**config.mk**
```make
export PLATFORM = sky130hd
export DESIGN_NAME = reg_file
export DESIGN_NICKNAME = d
export VERILOG_FILES = /design/src/rtl/reg_file_pkg.sv /design/src/rtl/reg_read_port.sv /design/src/rtl/reg_file.sv
export SDC_FILE = /design/constraint.sdc
export NUM_CORES = 2
export LEC_CHECK = 0
export CORE_UTILIZATION = 48
export CTS_CLUSTER_SIZE = 28
export DETAILED_ROUTE_END_ITERATION = 10
export SYNTH_ARGS = -nofsm -noshare
export SYNTH_HDL_FRONTEND = slang
export SYNTH_SLANG_ARGS = --single-unit
export TNS_END_PERCENT = 100
```
**constraint.sdc**
```tcl
create_clock -name clk -period 54 [get_ports clk]
set_input_delay 13.5 -clock clk [delete_from_list [all_inputs] [get_ports clk]]
set_output_delay 13.5 -clock clk [all_outputs]
set_load 0.01 [all_outputs]
```
**src/rtl/reg_file_pkg.sv**
```systemverilog
// Shared CPU package: default datapath widths and architectural constants
// used by the register file, ALU and decoder.
package reg_file_pkg;

    localparam int unsigned DATA_W_DEF = 32;
    localparam int unsigned ADDR_W_DEF = 5;
    localparam int unsigned REG_ZERO   = 0;
    localparam int unsigned WR_COUNT_W = 16;

    // True when a write request actually changes architectural state.
    function automatic logic is_commit(input logic we, input logic addr_is_zero);
        return we && !addr_is_zero;
    endfunction

endpackage : reg_file_pkg

```
**src/rtl/reg_read_port.sv**
```systemverilog
// One combinational read port of the register file.
// Ports:
//   rd_addr   - register index being read
//   rd_stored - array contents at rd_addr (selected by the parent)
//   we, wr_addr, wr_data - the write request of the current cycle
//   rd_data   - resolved read data (zero register forced, optional forwarding)
module reg_read_port
    import reg_file_pkg::*;
#(
    parameter int unsigned DATA_W = DATA_W_DEF,
    parameter int unsigned ADDR_W = ADDR_W_DEF,
    parameter int unsigned BYPASS = 1
) (
    input  logic [ADDR_W-1:0] rd_addr,
    input  logic [DATA_W-1:0] rd_stored,
    input  logic              we,
    input  logic [ADDR_W-1:0] wr_addr,
    input  logic [DATA_W-1:0] wr_data,
    output logic [DATA_W-1:0] rd_data
);

    logic rd_is_zero_c;
    logic hit_c;

    // Register 0 wins over forwarding, so a write to r0 is never visible.
    always_comb begin
        rd_is_zero_c = (rd_addr == ADDR_W'(REG_ZERO));
        hit_c        = (BYPASS != 0) && we && (wr_addr == rd_addr);
        rd_data      = rd_stored;
        if (rd_is_zero_c) begin
            rd_data = '0;
        end else if (hit_c) begin
            rd_data = wr_data;
        end
    end

endmodule : reg_read_port

```
**src/rtl/reg_file.sv**
```systemverilog
// Register file: 2**ADDR_W x DATA_W, one write port, three combinational
// read ports (op1, op2, debug), and a committed-write counter.
// Ports:
//   clk, rst          - clock, asynchronous active-high reset
//   we, wr_addr, wr_data - write request, commits at rising edge
//   rs_addr -> op1, rt_addr -> op2, dbg_addr -> dbg_data - read ports
//   wr_count          - number of committed writes, wraps at 16 bits
module reg_file
    import reg_file_pkg::*;
#(
    parameter int unsigned DATA_W = DATA_W_DEF,
    parameter int unsigned ADDR_W = ADDR_W_DEF,
    parameter int unsigned BYPASS = 1
) (
    input  logic              clk,
    input  logic              rst,
    input  logic              we,
    input  logic [ADDR_W-1:0] wr_addr,
    input  logic [DATA_W-1:0] wr_data,
    input  logic [ADDR_W-1:0] rs_addr,
    input  logic [ADDR_W-1:0] rt_addr,
    output logic [DATA_W-1:0] op1,
    output logic [DATA_W-1:0] op2,
    input  logic [ADDR_W-1:0] dbg_addr,
    output logic [DATA_W-1:0] dbg_data,
    output logic [15:0]       wr_count
);

    localparam int unsigned NUM_REGS = 1 << ADDR_W;

    logic [DATA_W-1:0]     regs_q [NUM_REGS];
    logic [DATA_W-1:0]     regs_d [NUM_REGS];
    logic [WR_COUNT_W-1:0] wr_count_q;
    logic [WR_COUNT_W-1:0] wr_count_d;
    logic                  commit_c;

    // Next-state: writes to r0 are dropped and do not count.
    always_comb begin
        commit_c   = is_commit(we, wr_addr == ADDR_W'(REG_ZERO));
        regs_d     = regs_q;
        wr_count_d = wr_count_q;
        if (commit_c) begin
            regs_d[wr_addr] = wr_data;
            wr_count_d      = wr_count_q + WR_COUNT_W'(1);
        end
    end

    // State: reset clears everything without waiting for a clock edge.
    always_ff @(posedge clk or posedge rst) begin
        if (rst) begin
            for (int i = 0; i < int'(NUM_REGS); i++) begin
                regs_q[i] <= '0;
            end
            wr_count_q <= '0;
        end else begin
            regs_q     <= regs_d;
            wr_count_q <= wr_count_d;
        end
    end

    assign wr_count = wr_count_q;

    reg_read_port #(.DATA_W(DATA_W), .ADDR_W(ADDR_W), .BYPASS(BYPASS)) u_port_op1 (
        .rd_addr   (rs_addr),
        .rd_stored (regs_q[rs_addr]),
        .we        (we),
        .wr_addr   (wr_addr),
        .wr_data   (wr_data),
        .rd_data   (op1)
    );

    reg_read_port #(.DATA_W(DATA_W), .ADDR_W(ADDR_W), .BYPASS(BYPASS)) u_port_op2 (
        .rd_addr   (rt_addr),
        .rd_stored (regs_q[rt_addr]),
        .we        (we),
        .wr_addr   (wr_addr),
        .wr_data   (wr_data),
        .rd_data   (op2)
    );

    reg_read_port #(.DATA_W(DATA_W), .ADDR_W(ADDR_W), .BYPASS(BYPASS)) u_port_dbg (
        .rd_addr   (dbg_addr),
        .rd_stored (regs_q[dbg_addr]),
        .we        (we),
        .wr_addr   (wr_addr),
        .wr_data   (wr_data),
        .rd_data   (dbg_data)
    );

endmodule : reg_file

```
# After elaboration in Yosys (flattened, before gate mapping)
# Cells that the tools add are included.
# W data, S select, Z words.
[classes]
div_mod_pow = 0
n_eq_ne = 3
shift = 0
mux = 18
bitwise = 4
n_reduce_logical = 10
add_sub_neg = 1
n_mul = 0
magnitude_cmp = 5
[ops]
columns = ["op", "count"]
rows = [
  ["$bwmux W1024", 1],
  ["$bmux W32 S5", 3],
  ["$mux W32", 13],
  ["$demux W32 S5", 1],
  ["$ge A6 B6 Y1 const B", 4],
  ["$not A5 Y6", 4],
  ["$logic_not A5 Y1", 4],
  ["$add A16 B1 Y16 const B", 1],
  ["$eq A5 B5 Y1", 3],
  ["$lt A6 B1 Y1 const B", 1],
  ["$logic_and A1 B1 Y1", 5],
  ["$logic_not A1 Y1", 1],
]
[totals]
n_memories = 0
input_bits = 55
latchBits = 0
mem_bits_rw = 0
romBits = 0
output_inout_bits = 112
regBits = 1040
word_cells = 74

# Depth between registers and ports, before layout
[depth]
ltp_word = 6
depth_mapped = 11

# Cells and area by module
# A second synthesis with hierarchy kept.
[unflattened]
hier_cells = 6190
hier_area_um2 = 66588.9
[modules_own_cells]
columns = ["module", "instances", "cells_per_inst", "area_per_inst_um2"]
rows = [
  ["reg_file", 1, 5821, 64652.0],
  ["reg_read_port", 3, 123, 645.6],
]

# Worst setup path after synthesis
# OpenSTA, ideal clock, no wires.
[synth_timing]
path_kind = "input-to-output"
from = "in dbg_addr[0]"
to = "out dbg_data[10]"
stages = 7
n_path_buf = 3
arrival_time_ps = 15207
setup_slack_ps = 25293
path_cell_list = "buf_2 > buf_4 > buf_2 > mux4_2 > a21oi_1 > o21ai_0 > a32o_1"
[synth_between]
elab_chain_cells = 6
[synth_lines]
columns = ["element", "line", "text"]
rows = [
  ["start: declaration", "reg_file.sv:24", "input logic [ADDR_W-1:0] dbg_addr,"],
  ["$not A5 Y6 (implied by the code)", "reg_file.sv:83", ".rd_stored (regs_q[dbg_addr]),"],
  ["$bmux W32 S5", "reg_file.sv:83", ""],
  ["$mux W32 (implied by the code) (2 in series)", "reg_file.sv:83", ""],
  ["$mux W32", "reg_read_port.sv:32", "end else if (hit_c) begin"],
  ["$mux W32 *", "reg_read_port.sv:30", "if (rd_is_zero_c) begin"],
  ["end: declaration", "reg_file.sv:25", "output logic [DATA_W-1:0] dbg_data,"],
]
# Every way passes the cells marked *; elsewhere a longest branch is shown, timed or not. The select of a mux whose other input is x is not followed.

# Final worst setup path
[layout_timing]
from = "in rt_addr[1]"
to = "out op2[11]"
[layout_between]
elab_chain_cells = 6
[layout_lines]
columns = ["element", "line", "text"]
rows = [
  ["start: declaration", "reg_file.sv:21", "input logic [ADDR_W-1:0] rt_addr,"],
  ["$not A5 Y6 (implied by the code)", "reg_file.sv:74", ".rd_stored (regs_q[rt_addr]),"],
  ["$bmux W32 S5", "reg_file.sv:74", ""],
  ["$mux W32 (implied by the code) (2 in series)", "reg_file.sv:74", ""],
  ["$mux W32", "reg_read_port.sv:32", ""],
  ["$mux W32 *", "reg_read_port.sv:30", ""],
  ["end: declaration", "reg_file.sv:23", "output logic [DATA_W-1:0] op2,"],
]
# Marked as above.

==> run metrics <==
hpwl dp 154000 um; Resized Gates After CTS 0; Post-synth EDFFs 0; min Tclk post-route 31.63 ns; Required @ worst endpoint 40.50 ns; full die area 138000 um^2; DIE WIDTH 371 um; initial antenna violation count 16; vias in the first global route 47100; worst vdd ir 0.0249 mV; CP Data Arrival Time 18.13 ns; Placed Area 67700 um^2; die height 371 um; max cap viols 0; first-pass GRT wire length 375000 um; Final Wtd Congestion 0.899; DRT iter0 DRCs 7473; CTS tree yes; commonest non-fill, non-tap cell in the layout mux2_2; Pre-antenna DRT Iters 6; root buf cell clkbuf_16; Crit. End Element output port; Worst Skew 0.0148 ns; drt via density 7.44; total wire length 265000 um; Final Hold Fails 0; core area 134000 um^2; wire per inst 40.1 um; CP Max Fanout 52; maximum clock frequency 31.6 MHz; IO Pins 167; Mean Syn Cell Area 13.4 um^2; htree depth 3; Clock Tree Buf Depth 3; Seq cells post-synth 1040; crit start category input port; Setup CP Type input port to output port; largest net degree at the start of global routing 182; final setup TNS 0 ns; nets 4807; initial core utilization 48.6%; largest cells by area after synthesis dfrtp_1 (40%), mux4_2 (19%), mux2_2 (18%); Post-Syn Area 65300 um^2; CTS Hold Buffers Added 0; Yosys top cell area share 39.8%; unrepaired setup endpoints after global routing false; Post-Synthesis Cells 4863; grt ovf 0; PD cells 36.4 nW/um^2; Seq/Total Area, Yosys 39.8%; Layout fillers 11200; All-Layer GR Usage 38.6%; layout cells sized above 1 42.2%; P_leak 30.5 nW; worst hold stages 0; fin. max-slew vios 0; Reg clk slew, reported paths 0.06 ns; period utilisation layout 58.6%; vias post-DR 49200; HP Class flop to flop; postcts setup bufs 0; R2R cell count 5; final instance area 71900 um^2; Worst-Margin Slew 1.46 ns; Yosys top cell by area dfrtp_1; drc violations 0; end-of-flow core utilization 53.5%; post-synth net total 4919; count of different cell masters after synthesis 68; clock insertion delay at the later pin of the skew report 0.75 ns; main flop type after synthesis dfrtp_1; CTS sink cnt 1040; Layout area overhead 10.1%; Final ANT Viol Nets 0; synth warn 0; CTS Buf Count 117; row cnt 134; Port-buffer cells 166; status complete, no violations; Slew HR 2.63%; FFs w/ async S/R, synth 100%; most frequent cells in the layout mux2_2 (1057), dfrtp_1 (1040), mux4_2 (550); final setup vio count 0
-- cells in the mapped netlist (all sizes together), types with 2 or more instances --
cell,instances
a2111oi,9
a211o,6
a211oi,48
a21oi,69
a221o,41
a221oi,39
a22o,11
a22oi,78
a311oi,2
a31oi,24
a32o,32
and2,18
and3,13
and3b,3
buf,343
clkbuf,205
clkinv,2
dfrtp,1040
inv,7
mux2,1065
mux2i,434
mux4,556
nand2,219
nand2b,7
nand3,58
nand3b,3
nand4,9
nand4b,2
nor2,106
nor2b,39
nor3,83
nor3b,8
nor4b,2
o211ai,19
o21a,4
o21ai,91
o221ai,30
o22ai,95
or2,4
xnor2,19
xor2,11
-- through the flow --
step | hold slack (ns) | setup slack, ns | power, W | instances
global route | 0.430 | 22.44 | 0.00270 | 6615
global placement | 0.399 | 22.52 | 0.00171 | 6400
finish | 0.422 | 22.37 | 0.00261 | 6618
floorplan | 0.455 | 11.23 | 0.00151 | 4863
detailed placement | 0.402 | 22.55 | 0.00172 | 6400
CTS | 0.415 | 22.53 | 0.00260 | 6614
-- cell type report --
| cell class | count | area, um^2 | share of cell area [%] |
|---|---|---|---|
| diodes | 4 | 10.0 | 0.0139 |
| inverters | 9 | 41.3 | 0.0574 |
| clock buffers | 155 | 3310 | 4.60 |
| flip-flops and latches | 1040 | 26000 | 36.2 |
| repair buffers | 317 | 2880 | 4.01 |
| clock inverters | 59 | 860 | 1.20 |
| well taps | 1768 | 2210 | 3.08 |
| multi-input cells | 3266 | 36600 | 50.9 |
-- per-layer routing --
layer / up-vias / global-route usage, % / wire [um]
li1: 18800 / - / -
met1: 26100 / 53.8 / 104000
met2: 3589 / 53.2 / 110000
met3: 748 / 13.6 / 35500
met4: 18 / 19.2 / 15000
met5: - / 0.594 / 225
-- worst max-delay path, stage by stage --
cell	delay (ns)
buf_8	0.51
buf_4	0.71
nand2b_1	0.77
buf_4	0.43
a211oi_1	0.09
a2111oi_0	0.36
a2111oi_0	0.13
nor3_1	0.84
clkdlybuf4s50_1	0.72
-- report_power, final --
group          switching (W)  leakage [nW]  total [W]  internal [W]
clock network       0.000357          2.02   0.000881      0.000524
registers           0.000156          13.3    0.00108      0.000928
logic               0.000291          15.2   0.000649      0.000358
total               0.000804          30.5    0.00261       0.00181
-- cell families after synthesis --
kind of cell	synth area share, %
fa+ha+maj	0.0192
compound gates	6.60
buf+inv	4.71
flops	39.8
mux	44.2
simple gates	4.20
xor+xnor	0.402
-- path summary, 6_finish.rpt --
check,start,slack (ns),to
min in group asynchronous,rst,13.30,regs_q[78]$_DFFE_PP0P_
worst min-delay path,regs_q[999]$_DFFE_PP0P_,0.42,regs_q[999]$_DFFE_PP0P_
max in group asynchronous,rst,36.66,regs_q[935]$_DFFE_PP0P_
worst min register to register,regs_q[999]$_DFFE_PP0P_,0.42,regs_q[999]$_DFFE_PP0P_
worst max register to register,wr_count[4]$_DFFE_PP0P_,52.52,wr_count[13]$_DFFE_PP0P_
worst max-delay path,rt_addr[1],22.37,op2[11]
-- registers in the layout, indices dropped and copies added (netlist names) --
register,cells
regs_q,1024
wr_count,16
Note: power is estimated with default switching activity, not from simulation.
